**src/rtl/imem_boot_ctrl.sv**
```systemverilog
// imem_boot_ctrl: boot / program-load sequencer.
// Holds the core in reset, streams words into imem, then releases it.
module imem_boot_ctrl #(
  parameter int ADDR_W        = 6,
  parameter int RELEASE_DELAY = 2
) (
  input  logic              CLK,
  input  logic              RST,
  input  logic              load_start,
  input  logic              go,
  input  logic              in_valid,
  input  logic [31:0]       in_data,
  input  logic              in_last,
  output logic              in_ready,
  output logic              imem_we,
  output logic [ADDR_W-1:0] imem_addr,
  output logic [31:0]       imem_wdata,
  output logic              core_rst_n,
  output logic              busy,
  output logic              done,
  output logic              error,
  output logic [ADDR_W:0]   word_count
);

  // one-hot state vector, bit index per state
  localparam int I_IDLE   = 0;
  localparam int I_LOAD   = 1;
  localparam int I_SETTLE = 2;
  localparam int I_RUN    = 3;
  localparam int I_ERR    = 4;

  localparam logic [4:0] S_IDLE   = 5'b00001;
  localparam logic [4:0] S_LOAD   = 5'b00010;
  localparam logic [4:0] S_SETTLE = 5'b00100;
  localparam logic [4:0] S_RUN    = 5'b01000;
  localparam logic [4:0] S_ERR    = 5'b10000;

  localparam logic [ADDR_W-1:0] PTR_MAX = '1;
  localparam logic [3:0] SETTLE_INIT =
    4'(RELEASE_DELAY - 1);

  logic [4:0]        state;
  logic [4:0]        state_nxt;
  logic [ADDR_W-1:0] wr_ptr;
  logic [ADDR_W-1:0] ptr_nxt;
  logic [ADDR_W:0]   wc_nxt;
  logic [3:0]        cnt;
  logic [3:0]        cnt_nxt;
  logic              accept;
  logic              at_top;

  assign in_ready   = state[I_LOAD];
  assign accept     = in_valid & in_ready;
  assign imem_we    = accept;
  assign imem_addr  = wr_ptr;
  assign imem_wdata = in_data;
  assign at_top     = (wr_ptr == PTR_MAX);

  // status bits come straight off state flops, so they are glitch-free
  assign core_rst_n = state[I_RUN];
  assign busy       = state[I_LOAD] | state[I_SETTLE];
  assign done       = state[I_RUN];
  assign error      = state[I_ERR];

  // next-state and datapath update decode
  always_comb begin
    state_nxt = state;
    ptr_nxt   = wr_ptr;
    wc_nxt    = word_count;
    cnt_nxt   = cnt;
    unique case (1'b1)
      state[I_IDLE]: begin
        if (load_start) begin
          state_nxt = S_LOAD;
          ptr_nxt   = '0;
          wc_nxt    = '0;
        end else if (go) begin
          state_nxt = S_SETTLE;
          cnt_nxt   = SETTLE_INIT;
        end
      end
      state[I_LOAD]: begin
        if (accept) begin
          wc_nxt = word_count + 1'b1;
          // pointer saturates; the top slot is always the final write
          if (!at_top) begin
            ptr_nxt = wr_ptr + 1'b1;
          end
          if (in_last) begin
            state_nxt = S_SETTLE;
            cnt_nxt   = SETTLE_INIT;
          end else if (at_top) begin
            state_nxt = S_ERR;
          end
        end
      end
      state[I_SETTLE]: begin
        if (load_start) begin
          state_nxt = S_LOAD;
          ptr_nxt   = '0;
          wc_nxt    = '0;
        end else if (cnt == 4'd0) begin
          state_nxt = S_RUN;
        end else begin
          cnt_nxt = cnt - 4'd1;
        end
      end
      state[I_RUN], state[I_ERR]: begin
        if (load_start) begin
          state_nxt = S_LOAD;
          ptr_nxt   = '0;
          wc_nxt    = '0;
        end
      end
      default: begin
        state_nxt = S_IDLE;
      end
    endcase
  end

  // state and datapath registers
  always_ff @(posedge CLK or negedge RST) begin
    if (!RST) begin
      state      <= S_IDLE;
      wr_ptr     <= '0;
      word_count <= '0;
      cnt        <= '0;
    end else begin
      state      <= state_nxt;
      wr_ptr     <= ptr_nxt;
      word_count <= wc_nxt;
      cnt        <= cnt_nxt;
    end
  end

endmodule

```
**config.mk**
```make
export PLATFORM = sky130hd
export DESIGN_NAME = imem_boot_ctrl
export DESIGN_NICKNAME = d
export VERILOG_FILES = /design/src/rtl/imem_boot_ctrl.sv
export SDC_FILE = /design/constraint.sdc
export NUM_CORES = 1
export LEC_CHECK = 0
export ABC_AREA = 0
export CORE_MARGIN = 10
export CORE_UTILIZATION = 35
export CTS_CLUSTER_SIZE = 10
export DETAILED_ROUTE_END_ITERATION = 8
export DONT_BUFFER_PORTS = 1
export MAX_ROUTING_LAYER = met4
export SYNTH_ARGS = -nofsm -noshare
export SYNTH_HDL_FRONTEND = slang
export SYNTH_SLANG_ARGS = --single-unit
```
**constraint.sdc**
```tcl
create_clock -name CLK -period 3.95 [get_ports CLK]
set_input_delay 0.79 -clock CLK [delete_from_list [all_inputs] [get_ports CLK]]
set_output_delay 0.79 -clock CLK [all_outputs]
set_load 0.01 [all_outputs]
```
==> qor.txt, run 1 <==
1st-pass router iterations = 4
critical path launch point type = flip-flop
initial core utilization = 37.17%
final worst slack = 1533 ps
Setup crit end kind = flip-flop
clock slew at reported path FFs = 80 ps
first-iteration detailed-routing DRC count = 58
Static Leak = 0.0005586 uW
area of the multi-input gates = 673.1 um^2
vias in the first global route = 1,094
fill count = 422
Synth Register Bits = 22
min Tclk post-route = 2417 ps
Sequential cell area = 551.8 um^2
Cell Count, Final, Fillers Out = 183
Die Width = 85.88 um
period utilization = 61.18%
Fin. Hold Viols = 0
total core area = 4086 um^2
status = finished clean
ANT nets after route = 0
CTS tree = yes
Cells after DPL = 179
Slew HR = 42.47%
P_int = 520.4 uW
chip height = 85.88 um
P per Cell Area = 684.8 nW/um^2
Sink Count = 22
MaxCap Viol Count = 0
Psw = 414.4 uW
Die Area = 7375 um^2
leading area contributor after synthesis = dfrtp_1
top post-synthesis cells by area = dfrtp_1 (35%), buf_4 (16%), ha_1 (3.3%)
H-tree Lvls = 1
Seq pwr share = 45.7%
Mapped Cells = 168
# port buffers = 0
Fmax = 0.4138 GHz
DR vias/cell = 6.077
Post-synth top cells = buf_4 (33), dfrtp_1 (21), nand3_1 (8), o21ai_0 (8)
Max Slew Vio Count = 0
DRC viols = 0
top_reg_cell synth = dfrtp_1
RSZ-0062 raised after global routing = false
GR Util All Layers = 9.623%
Post-DP HPWL = 2622 um
ys async rst share = 100.0%
post-synth top area share = 34.60%
first-pass GRT wire length = 5699 um
maximum clock path buffer count = 2
synthesized area per cell = 9.041 um^2
CTS resizes = 0
Post-layout nets = 176
setup total negative slack = 0 ps
DR WL/cell = 18.76 um
clock power share = 17.3%
GP Congestion = 0.9387
Clock Skew = 1.137 ps
initial antenna violation count = 0
register area share after synthesis = 36.33%
Pwr Total = 934.8 uW
Post-synth EDFFs = 0
Worst Hold Class = input port to async pin
data arrival time of the worst path = 2560 ps
# rows = 23
clk root buf = clkbuf_8
DRT Wirelength = 3433 um
Worst-Margin Slew = 838.9 ps
CTS Buf Count = 3
largest net degree at the start of global routing = 23
Worst EP required = 4090 ps
setup violators final = 0
layout cell share with drive strength beyond 1 = 8.271%
top-count cell post-synth = buf_4
Worst IR Drop VDD = 0.1795 mV
P&R area growth vs syn = -10.13%
CP max FO = 12
Distinct cells, synth = 45
syn nets = 210
Area after DPL = 1310 um^2
combinational group share of total power = 37.0%
synth warn = 0
detailed-route via count = 1,112
clk_lat worst skew = 260 ps
cell area after layout = 1365 um^2
Post-CTS Hold Buffers = 0
Crit Path Category = flip-flop to flip-flop
GRT overflow = 0
Sw Ratio = 44.33%
# diodes = 0
Synth Cell Area = 1519 um^2
I/O pin total = 89
Post-CTS Setup Bufs = 0
Placement Setup Slack = 1569 ps
-- area by class of cell --
| cell class | count | area share, % |
|---|---|---|
| clock buffers | 4 | 4.033 |
| inverters | 6 | 1.650 |
| well taps | 50 | 4.583 |
| flip-flops and latches | 22 | 40.42 |
| multi-input cells | 101 | 49.31 |
-- worst paths after layout --
kind	end	slack, ps	from	cells after the start
max in group asynchronous	state[0]$_DFF_PN1_	3570	RST	0
max	imem_addr[4]$_DFFE_PN0P_	1530	state[3]$_DFFE_PN0P_	4
max reg2reg	imem_addr[4]$_DFFE_PN0P_	1530	state[3]$_DFFE_PN0P_	4
min in group CLK	cnt[1]$_DFFE_PN0P_	560	cnt[1]$_DFFE_PN0P_	2
min reg2reg	cnt[1]$_DFFE_PN0P_	560	cnt[1]$_DFFE_PN0P_	2
min	state[1]$_DFF_PN0_	210	RST	0
-- registers in the layout, summed over array words and instances (netlist names) --
register,count
word_count,7
cnt,4
imem_addr,6
state,5
-- placed cells by master, fill, tap and decap left out, types with 3 or more instances in the layout --
| cell type | count |
|---|---|
| dfrtp_1 | 21 |
| nand3_1 | 8 |
| o21ai_0 | 8 |
| nand2_1 | 7 |
| nor2_1 | 7 |
| inv_1 | 6 |
| o31ai_1 | 6 |
| o21ai_1 | 4 |
| nand3b_1 | 4 |
| a31oi_1 | 4 |
| ha_1 | 4 |
| clkbuf_8 | 4 |
| o211ai_1 | 3 |
| nor4_1 | 3 |
| a21oi_1 | 3 |
| nor3_1 | 3 |
| nand4_1 | 3 |
| xor2_1 | 3 |
-- through the flow --
| stage | hold slack (ps) | utilization, % |
|---|---|---|
| after floorplan | 494.4 | - |
| after global placement | 495.2 | 32.06 |
| after detailed placement | 495.3 | 32.06 |
| after CTS | 207.6 | 33.40 |
| after global routing | 197.3 | 33.40 |
| final | 213.7 | 33.40 |
-- critical path: stages, from the launching register on --
cell	delay, ps
dfrtp_1	520
nor4_4	590
mux2i_1	780
or2_1	290
o211ai_1	110
-- kinds of logic (layout without fill, tap and decap cells) --
logic type | Yosys count | in the layout | synth area share, %
and+or+nand+nor | 54 | 54 | 21.25
buffers and inverters | 45 | 10 | 19.36
AOI/OAI and AO/OA | 38 | 38 | 16.72
DFF | 22 | 22 | 36.33
adders and majority gates | 4 | 4 | 3.295
xor gates and xnor gates | 3 | 3 | 1.730
muxes | 2 | 2 | 1.318
-- power groups by stage --
stage	clock network, uW	logic (uW)	registers, uW
after floorplan	0	342	382
after global placement	0	329	429
after detailed placement	0	343	433
after CTS	166	346	429
after global routing	175	390	443
final	162	346	427
-- routing by layer --
layer | track usage [%] | part of all wire, %
met5 | - | 0
met1 | 9.423 | 39
met3 | 5.109 | 13
met4 | 6.886 | 4.1
met2 | 14.33 | 43
Note: power is estimated with default switching activity, not from simulation.
==> inputs of run 2 (changes only) <==
clock period = 2.3 ns   (was 3.95 ns; I/O delays follow)
==> qor.txt, run 2 (same netlist as run 1, synthesis figures left out) <==
first-iteration detailed-routing DRC count = 47
detailed-route via count = 1,087
GR Util met2 = 13.25%
Worst EP required = 2450 ps
Area after DPL = 1325 um^2
GRT overflow = 0
Psw = 728.6 uW
GP Congestion = 0.8822
Setup crit end kind = flip-flop
Post-layout nets = 179
MaxCap Viol Count = 0
Die Width = 85.88 um
DRC viols = 0
Largest register FFs = 7
slowest CP cell = dfrtp_1
P_int = 894.4 uW
Die Area = 7375 um^2
grt peak-use layer = met2
initial antenna violation count = 0
crit-path cells = nor4_4 > mux2i_1 > buf_4 > nor4_1 > a21o_1
# diodes = 0
status = finished clean
clk root buf = clkbuf_8
total core area = 4086 um^2
RSZ-0062 raised after global routing = false
Fmax = 0.5166 GHz
Sink Count = 22
Clock Skew = 4.071 ps
I/O pin total = 89
layout cell share with drive strength beyond 1 = 8.824%
clock power share = 15.1%
chip height = 85.88 um
critical path's largest stage delay = 520 ps
period utilization = 84.16%
Seq pwr share = 45.1%
setup violators final = 0
fill count = 428
commonest non-fill, non-tap cell in the layout = dfrtp_1
H-tree Lvls = 1
setup total negative slack = 0 ps
CTS resizes = 0
most frequent cells in the layout = dfrtp_1 (21), nand3_1 (8), o21ai_0 (8), nand2_1 (7), nor2_1 (7)
Worst IR Drop VDD = 0.2728 mV
routing usage on met1 = 10.47%
CTS tree = yes
data arrival time of the worst path = 2090 ps
min Tclk post-route = 1936 ps
Fin. Hold Viols = 0
P&R area growth vs syn = -9.144%
cell area after layout = 1380 um^2
DRT Wirelength = 3487 um
GR Util All Layers = 9.726%
final worst slack = 364.3 ps
first-pass GRT wire length = 5699 um
P per Cell Area = 1176 nW/um^2
Slew HR = 34.54%
# port buffers = 0
initial core utilization = 37.17%
vias in the first global route = 1,092
# rows = 23
Crit Path Category = flip-flop to flip-flop
Global Route met3 Usage = 4.920%
largest net degree at the start of global routing = 22
maximum clock path buffer count = 2
clock slew at reported path FFs = 70 ps
CTS Buf Count = 3
DR vias/cell = 5.844
ANT nets after route = 0
Worst-Margin Slew = 978.7 ps
Max Slew Vio Count = 0
DR WL/cell = 18.75 um
Top reg by flops = word_count
Static Leak = 0.0005665 uW
combinational group share of total power = 39.8%
clk_lat worst skew = 260 ps
Post-DP HPWL = 2705 um
CP max FO = 7
Sw Ratio = 44.89%
Placement Setup Slack = 394.3 ps
critical path launch point type = flip-flop
1st-pass router iterations = 4
Worst Hold Class = input port to async pin
-- run 2: routing by layer --
metal  wire [um]  part of all wire [%]
met3         449                    13
met2        1471                    42
met5           0                     0
met1        1394                    40
met4         171                   4.9
-- run 2: final timing paths --
| kind | to | startpoint | slack (ps) | cells after the start |
|---|---|---|---|---|
| min in group CLK | state[0]$_DFF_PN1_ | go | 260 | 1 |
| worst min-delay path | state[0]$_DFF_PN1_ | RST | 40 | 0 |
| worst max register to register | imem_addr[0]$_DFFE_PN0P_ | state[3]$_DFFE_PN0P_ | 360 | 5 |
| max in group asynchronous | imem_addr[2]$_DFFE_PN0P_ | RST | 900 | 1 |
| worst max-delay path | imem_addr[0]$_DFFE_PN0P_ | state[3]$_DFFE_PN0P_ | 360 | 5 |
| worst min register to register | cnt[1]$_DFFE_PN0P_ | cnt[1]$_DFFE_PN0P_ | 560 | 2 |
-- run 2: per-stage QoR --
stage	hold WS (ps)	total power [uW]	instances	util (%)
4_1_cts	32.25	1634	186	33.77
6_report	35.67	1623	186	33.77
2_1_floorplan	164.4	1243	168	-
3_5_place_dp	165.3	1378	181	32.43
5_1_grt	17.91	1769	186	33.77
3_3_place_gp	165.2	1342	181	32.43
-- run 2: area by class of cell --
| type | count | area (um^2) | share of cell area, % |
|---|---|---|---|
| timing repair buffer | 3 | 25.02 | 1.813 |
| multi-input combinational | 101 | 673.1 | 48.78 |
| clock buffer | 4 | 45.04 | 3.264 |
| sequential | 22 | 551.8 | 39.98 |
| inverter | 6 | 22.52 | 1.632 |
| tap | 50 | 62.56 | 4.533 |
-- run 2: worst max-delay path: cells and delay by family (launching register included) --
| kind | cells | cell delay [ps] |
|---|---|---|
| compound gates | 1 | 180 |
| flops | 1 | 520 |
| mux | 1 | 490 |
| simple gates | 2 | 410 |
| buf+inv | 1 | 230 |
-- run 2: power by group through the flow --
stage | logic, uW | registers (uW) | clock network [uW]
CTS | 646 | 735 | 252
global placement | 607 | 736 | 0
global route | 733 | 766 | 270
floorplan | 587 | 655 | 0
finish | 645 | 733 | 245
detailed placement | 634 | 744 | 0
-- run 2: repair_timing --
action | CTS | global route
hold buffers | 1 | 0
setup buffers | 0 | 0
hold endpoints to repair | 21 | 0
==> inputs of run 3 (changes only) <==
clock period = 1.7 ns   (was 2.3 ns; I/O delays follow)
==> qor.txt, run 3 (same netlist as run 1, synthesis figures left out) <==
critical path launch point = state[2]$_DFF_PN0_
Largest register FFs = 7
Sink Count = 22
period utilization = 96.81%
DRT Wirelength = 3512 um
P per Cell Area = 1593 nW/um^2
Clock Skew = 1.960 ps
Area after DPL = 1454 um^2
total core area = 4086 um^2
status = finished clean
CTS tree = yes
clock slew at reported path FFs = 70 ps
Max Slew Vio Count = 0
Static Leak = 0.0006574 uW
R2R Path Start = state[2]$_DFF_PN0_
# port buffers = 0
GRT overflow = 0
chip height = 85.88 um
Die Width = 85.88 um
Die Area = 7375 um^2
P&R area growth vs syn = 0.4940%
setup violators final = 0
ANT nets after route = 0
area of the multi-input gates = 681.9 um^2
Worst-Margin Slew = 969.7 ps
# rows = 23
Post-layout nets = 197
clock power share = 13.2%
Sequential cell area = 554.3 um^2
1st-pass router iterations = 4
Fmax = 0.6076 GHz
RSZ-0062 raised after global routing = true
cell area after layout = 1526 um^2
Slew HR = 35.14%
largest net degree at the start of global routing = 23
GP Congestion = 0.8603
Seq pwr share = 37.1%
Crit Path Category = flip-flop to flip-flop
maximum clock path buffer count = 2
Sw Ratio = 41.68%
Post-DP HPWL = 2742 um
Psw = 1013 uW
CP Capture Point = imem_addr[3]$_DFFE_PN0P_
MaxCap Viol Count = 0
Worst Reg-to-Reg Cells = 4
Fin. Hold Viols = 0
DR vias/cell = 5.784
detailed-route via count = 1,180
first-iteration detailed-routing DRC count = 74
most frequent cells in the layout = buf_4 (20), dfrtp_1 (19), nand3_1 (8), o21ai_0 (8)
initial antenna violation count = 0
fill count = 424
# diodes = 0
layout cell share with drive strength beyond 1 = 22.08%
P_int = 1418 uW
vias in the first global route = 1,189
data arrival time of the worst path = 1790 ps
setup total negative slack = 0 ps
clk_lat worst skew = 250 ps
r2r setup slk = 50 ps
Worst EP required = 1840 ps
DR WL/cell = 17.22 um
min Tclk post-route = 1646 ps
I/O pin total = 89
Worst Hold Class = input port to flip-flop
clk root buf = clkbuf_8
Top reg by flops = word_count
fin util = 37.35%
first-pass GRT wire length = 5961 um
Setup crit end kind = flip-flop
combinational group share of total power = 49.7%
reg2reg end = imem_addr[3]$_DFFE_PN0P_
CP max FO = 10
commonest non-fill, non-tap cell in the layout = buf_4
Worst IR Drop VDD = 0.5500 mV
CTS Buf Count = 3
Min-Delay Path Depth = 1
initial core utilization = 37.17%
H-tree Lvls = 1
DRC viols = 0
GR Util All Layers = 9.889%
critical path launch point type = flip-flop
-- run 3: worst max-delay path: stages (launching register included) --
cell and delay [ps]:
dfrtp_1 410, buf_4 180, or4_1 420, buf_4 180, o41ai_1 350
-- run 3: power by group through the flow --
stage	Clock (uW)	Combinational [uW]	Sequential (uW)
global placement	0	1110	904
global route	369	1350	942
detailed placement	0	1140	914
finish	322	1210	901
CTS	339	1190	902
floorplan	0	801	888
-- run 3: worst min-delay path by stage --
stage	startpoint	end
2_1_floorplan	RST	cnt[0]$_DFFE_PN0P_
5_1_grt	go	state[0]$_DFF_PN1_
4_1_cts	go	state[0]$_DFF_PN1_
6_report	go	state[0]$_DFF_PN1_
3_3_place_gp	RST	state[4]$_DFFE_PN0P_
3_5_place_dp	RST	imem_addr[4]$_DFFE_PN0P_
-- run 3: final cells by class --
type                    count  area share, %
multi-input cells         101          44.67
inverters                   6          1.475
flip-flops and latches     22          36.31
clock buffers               4          2.951
repair buffers             21          10.49
well taps                  50          4.098
-- run 3: timing repair --
action,CTS,global route
gates resized for setup,0,4
hold endpoints to repair,22,0
buffers inserted,1,0
pin swaps,0,1
hold buffers,1,0
setup endpoints to repair,1,8
-- run 3: through the flow --
stage | hold slack [ps] | instances | setup WS, ps | total power (uW)
floorplan | 44.41 | 168 | -8.087 | 1690
CTS | 138.9 | 204 | 19.15 | 2428
global placement | 45.47 | 198 | 64.28 | 2014
global route | 123.8 | 204 | -44.38 | 2658
finish | 139.4 | 204 | 54.19 | 2431
detailed placement | 45.57 | 198 | 13.42 | 2054
-- run 3: metal layers --
metal | up-vias | GRT usage, % | part of all wire [%]
met1 | 561 | 11.78 | 43
met4 | 0 | 5.838 | 4.2
met2 | 49 | 14.47 | 43
met3 | 26 | 2.744 | 9.6
li1 | 544 | - | -
met5 | - | - | 0
